`config.mk`:
```
export PLATFORM = sky130hd
export DESIGN_NAME = seq_detect_ctrl
export DESIGN_NICKNAME = d
export VERILOG_FILES = /design/src/rtl/seq_detect_ctrl.sv
export SDC_FILE = /design/constraint.sdc
export NUM_CORES = 1
export LEC_CHECK = 0
export BUFFER_PORTS_ARGS = -buffer_cell sky130_fd_sc_hd__buf_4
export CORE_ASPECT_RATIO = 0.7
export CORE_MARGIN = 5
export CORE_UTILIZATION = 30
export DETAILED_ROUTE_END_ITERATION = 10
export PLACE_DENSITY_LB_ADDON = 0.2
export SKIP_LAST_GASP = 1
export SLEW_MARGIN = 20
export SYNTH_ARGS = -nofsm -noshare
export SYNTH_HDL_FRONTEND = slang
export SYNTH_SLANG_ARGS = --single-unit
```
`constraint.sdc`:
```
create_clock -name clk -period 6.45 [get_ports clk]
set_clock_uncertainty 0.05 [all_clocks]
set_input_delay 1.29 -clock clk [delete_from_list [all_inputs] [get_ports clk]]
set_output_delay 1.29 -clock clk [all_outputs]
set_load 0.03 [all_outputs]
```
`src/rtl/seq_detect_ctrl.sv`:
```
// seq_detect_ctrl: accepts bytes over valid/ready, serialises them MSB-first
// one bit per clock, and matches the bit stream against a runtime-programmed
// pattern of 1..PAT_MAX bits (overlapping or non-overlapping). Matches are
// registered one-cycle pulses and are tallied in a saturating counter.
module seq_detect_ctrl #(
    parameter int PAT_MAX = 8,
    parameter int CNT_W   = 8
) (
    input  logic               clk,
    input  logic               reset,
    input  logic               cfg_we,
    input  logic [PAT_MAX-1:0] cfg_pattern,
    input  logic [3:0]         cfg_len,
    input  logic               cfg_overlap,
    output logic               cfg_err,
    input  logic               cnt_clr,
    input  logic               in_valid,
    input  logic [7:0]         in_data,
    output logic               in_ready,
    output logic               match,
    output logic [CNT_W-1:0]   match_count,
    output logic               busy
);

    localparam int FW = $clog2(PAT_MAX + 1);

    typedef enum logic {IDLE = 1'b0, SHIFT = 1'b1} state_t;

    state_t             state, next_state;
    logic [2:0]         bit_idx;
    logic [7:0]         byte_reg;
    logic [PAT_MAX-1:0] hist;
    logic [FW-1:0]      fill;
    logic [PAT_MAX-1:0] pattern;
    logic [3:0]         len;
    logic               overlap;

    logic               handshake;
    logic               cfg_ok;
    logic               cur_bit;
    logic [PAT_MAX-1:0] new_hist;
    logic [FW-1:0]      new_fill;
    logic [PAT_MAX-1:0] len_mask;
    logic               hit;

    assign handshake = in_valid && in_ready;

    // A config write is taken only between bytes and only with a legal length,
    // so the active config never changes under a byte being serialised.
    assign cfg_ok = cfg_we && (state == IDLE) && (cfg_len != 4'd0)
                    && (int'(cfg_len) <= PAT_MAX);

    // Current bit and the history/fill as they will look after this bit.
    always_comb begin
        cur_bit  = byte_reg[3'd7 - bit_idx];
        new_hist = {hist[PAT_MAX-2:0], cur_bit};
        new_fill = (int'(fill) >= PAT_MAX) ? fill : fill + 1'b1;
        len_mask = '0;
        for (int i = 0; i < PAT_MAX; i++)
            len_mask[i] = (i < int'(len));
        // Match is judged on the updated history; fill guards against
        // matching on bits that were cleared rather than received.
        hit = (state == SHIFT)
              && (((new_hist ^ pattern) & len_mask) == '0)
              && (int'(new_fill) >= int'(len));
    end

    // FSM state register
    always_ff @(posedge clk) begin
        if (reset) state <= IDLE;
        else       state <= next_state;
    end

    // FSM next-state: reload on the last bit if a new byte is offered
    always_comb begin
        next_state = state;
        case (state)
            IDLE:    if (handshake) next_state = SHIFT;
            SHIFT:   if (bit_idx == 3'd7 && !handshake) next_state = IDLE;
            default: next_state = IDLE;
        endcase
    end

    // FSM outputs: ready while idle or on the last bit, for gapless streaming
    always_comb begin
        in_ready = (state == IDLE) || (state == SHIFT && bit_idx == 3'd7);
        busy     = (state == SHIFT);
    end

    // Datapath: byte holding, bit index, history, config and match tally
    always_ff @(posedge clk) begin
        if (reset) begin
            bit_idx     <= '0;
            byte_reg    <= '0;
            hist        <= '0;
            fill        <= '0;
            pattern     <= '0;
            len         <= 4'd1;
            overlap     <= 1'b0;
            match       <= 1'b0;
            match_count <= '0;
            cfg_err     <= 1'b0;
        end else begin
            if (handshake) begin
                byte_reg <= in_data;
                bit_idx  <= '0;
            end else if (state == SHIFT) begin
                bit_idx  <= bit_idx + 3'd1;
            end

            // cfg_ok implies IDLE, so it never races with a shift
            if (cfg_ok) begin
                pattern <= cfg_pattern;
                len     <= cfg_len;
                overlap <= cfg_overlap;
                hist    <= '0;
                fill    <= '0;
            end else if (state == SHIFT) begin
                hist <= new_hist;
                fill <= (hit && !overlap) ? '0 : new_fill;
            end

            match <= hit;

            // A rejected write in the same cycle as a clear leaves the flag set
            if (cfg_we && !cfg_ok) cfg_err <= 1'b1;
            else if (cnt_clr)      cfg_err <= 1'b0;

            // Clear takes effect before the coincident match is counted
            if (cnt_clr)
                match_count <= hit ? CNT_W'(1) : '0;
            else if (hit && match_count != {CNT_W{1'b1}})
                match_count <= match_count + 1'b1;
        end
    end

endmodule
```
==> impl_metrics.yaml <==
sta:
  fmax_mhz: 340.3
  slew_viol_final: 0
  timing.final.hold_violations: 0
  rsz0062_at_grt: "no"
  postLayoutSetupSlackWorst_ns: 3.511
  tns_ns: 0
  finalSetupViolCount: 0
  slew_headroom: 0.3923
  post-route-min-period_ns: 2.939
  fin_crit_sh: 0.4557
  worst_pin_slew_ns: 0.9115
floorplan:
  die_h_um: 82.47
  core_um2: 7287
  fp.dieW_um: 113.5
  rows: 26
  die_area_um2: 9363
  ios: 38
  initial_utilization: 0.3089
clock_tree:
  cts_max_level: 2
  hold_buffers: 0
  cts_tree: "built"
  clkLatencyLatePin_ns: 0.30
  clock-root-buffer: "clkbuf_8"
  cts_sinks: 46
  numCtsBuffers: 5
  clkTransAtPathRegs_ns: 0.08
  post-cts-setup-buffer-count: 0
  cts_resized: 0
  clock_path_buffers: 2
yosys:
  synthDistinctLibCells: 44
  synthCells: 235
  synth_common_cells: "dfxtp_1 (46), nor2_1 (33), mux2i_1 (32), inv_1 (11), a21oi_1 (10)"
  synth_area_leader_cell: "dfxtp_1"
  yosysWarnings: 0
  synth_seq_cells: 46
  syn_nets: 270
  synthTopCellsByArea: "dfxtp_1 (41%), mux2i_1 (14%), nor2_1 (5.5%)"
  syn_avg_cell_area_um2: 9.578
  async_reset_ff_frac: 0
  syn_area_um2: 2251
  synth-edff-count: 0
  ys.flop_type: "dfxtp_1"
  synth_most_common_cell: "dfxtp_1"
  yosysSeqAreaShare: 0.4091
  synth_top_cell_area_share: 0.4091
min_path:
  min_path_type: "register to register"
layout:
  nets: 300
  area_growth_pct: 17.62
  nFillCells: 774
  drive_above_1_share: 0.2159
  antenna_cells: 0
job:
  drv_cap: 0
drt:
  drt-pass1-iter-count: 4
  wl_per_cell_um: 13.81
  drc_errors: 0
  antenna_left: 0
  wirelength_um: 5000
  vias_per_cell: 4.671
  drt_iter0_drc: 46
  num_vias: 1691
power:
  ir_worst_vdd_mv: 0.06593
  powerDensity_nw_per_um2: 216.1
  leakage_nw: 1.003
worst_setup_path:
  worst_setup_path_start_kind: "register"
  worst_setup_path_end_kind: "register"
  cp_common_cell: "ha_1"
  crit_type: "register to register"
  cp_data_required_time_ns: 6.63
  cp.buffers_inverters: 1
  critical_path.top_delay_family: "simple AND/OR/NAND/NOR gates"
  slowest_delay_ns: 0.60
  worst_path_max_delay_cell: "or4_1"
  crit_path_max_fanout: 18
  arrival_ns: 3.12
  worstPathCellList: "inv_1 > ha_1 > mux2_2 > ha_1 > a2111oi_0 > nor3_1 > o2111ai_4 > or4_1 > a21oi_1"
global_route:
  antenna_found_initial: 0
  overflow: 0
  grt_max_degree: 32
  grt_first_pass_wirelength_um: 8059
  grtUsageTotal: 0.1115
  grt_pass1_vias: 1560
placed_design:
  port_buffers: 37
  hpwl_um: 3703
  pre_cts_slack_ns: 3.231
  place_congestion: 0.7322
run_status:
  status: "complete, no violations"
==> final cells by class <==
class / instances / area (um2) / area share
tap: 98 / 122.6 / 0.04631
timing repair buffer: 37 / 277.8 / 0.1049
inverter: 11 / 41.29 / 0.01560
clock buffer: 6 / 82.58 / 0.03119
multi-input combinational: 164 / 1202 / 0.4542
sequential: 46 / 920.9 / 0.3478
==> power by group <==
part / total (W) / internal, W / switching, W
logic: 0.0000860 / 0.0000408 / 0.0000452
clock network: 0.000177 / 0.0000828 / 0.0000941
registers: 0.000309 / 0.000295 / 0.0000141
==> cells in the final DEF, fill, tap and decap left out, types with 2 or more instances in the layout <==
master	synthesis	routed
o31ai_1	3	3
mux2i_1	32	32
or2_2	4	4
nor3_1	9	9
xnor2_1	8	8
xor2_1	3	3
buf_4	0	37
o22ai_1	2	2
or3_2	2	2
o41ai_1	2	2
a21oi_1	10	10
nor4_1	2	2
o311ai_0	2	2
dfxtp_1	46	46
nor2_1	33	33
or4_1	3	3
nand3_1	7	7
inv_1	11	11
nor2b_1	2	2
clkbuf_8	0	6
ha_1	9	9
nand2b_1	2	2
nand2_1	7	7
o21ai_0	3	3
==> worst paths after layout <==
path / startpoint / to / slack, ns / depth (start not counted)
worst max-delay path: fill[0]$_SDFFE_PP0P_ / match_count[4]$_SDFFE_PP0P_ / 3.51 / 9
worst min-delay path: cfg_err$_SDFFE_PP0P_ / cfg_err$_SDFFE_PP0P_ / 0.44 / 1
worst min register to register: cfg_err$_SDFFE_PP0P_ / cfg_err$_SDFFE_PP0P_ / 0.44 / 1
worst max register to register: fill[0]$_SDFFE_PP0P_ / match_count[4]$_SDFFE_PP0P_ / 3.51 / 9
==> metrics by stage <==
stage / util / power (W) / std cells / hold WS (ns) / cell area (um2)
finish: 0.3633 / 0.0005722 / 362 / 0.4444 / 2648
detailed placement: 0.3520 / 0.0004028 / 356 / 0.4277 / 2565
floorplan: - / 0.0003758 / 235 / 0.4096 / 2251
global route: 0.3633 / 0.0006044 / 362 / 0.4828 / 2648
global placement: 0.3520 / 0.0004020 / 356 / 0.4258 / 2565
CTS: 0.3633 / 0.0005789 / 362 / 0.4461 / 2648
==> metal layers <==
| metal | GRT usage | routed length [um] | share of wire |
|---|---|---|---|
| met3 | 0.02695 | 179 | 0.036 |
| met5 | 0 | 0 | 0 |
| met4 | 0.03962 | 71 | 0.014 |
| met2 | 0.1516 | 2028 | 0.41 |
| met1 | 0.1678 | 2721 | 0.54 |
==> worst register-to-register path, cell delays in order, from the launching register on <==
cell,delay [ns]
dfxtp_1,0.42
inv_1,0.08
ha_1,0.28
mux2_2,0.28
ha_1,0.27
a2111oi_0,0.09
nor3_1,0.31
o2111ai_4,0.35
or4_1,0.60
a21oi_1,0.14
==> logic make-up (layout without fill, tap and decap cells) <==
family | after synthesis | after routing | synth area share
flip-flops | 46 | 46 | 0.4091
AND/OR/NAND/NOR | 74 | 74 | 0.1551
multiplexers | 34 | 34 | 0.1573
XOR/XNOR | 12 | 12 | 0.05003
AO/OA/AOI/OAI | 35 | 35 | 0.1217
buffers and inverters | 25 | 54 | 0.05670
adder cells (fa/ha/maj) | 9 | 9 | 0.05003
Power figures use the tool's default switching activity.
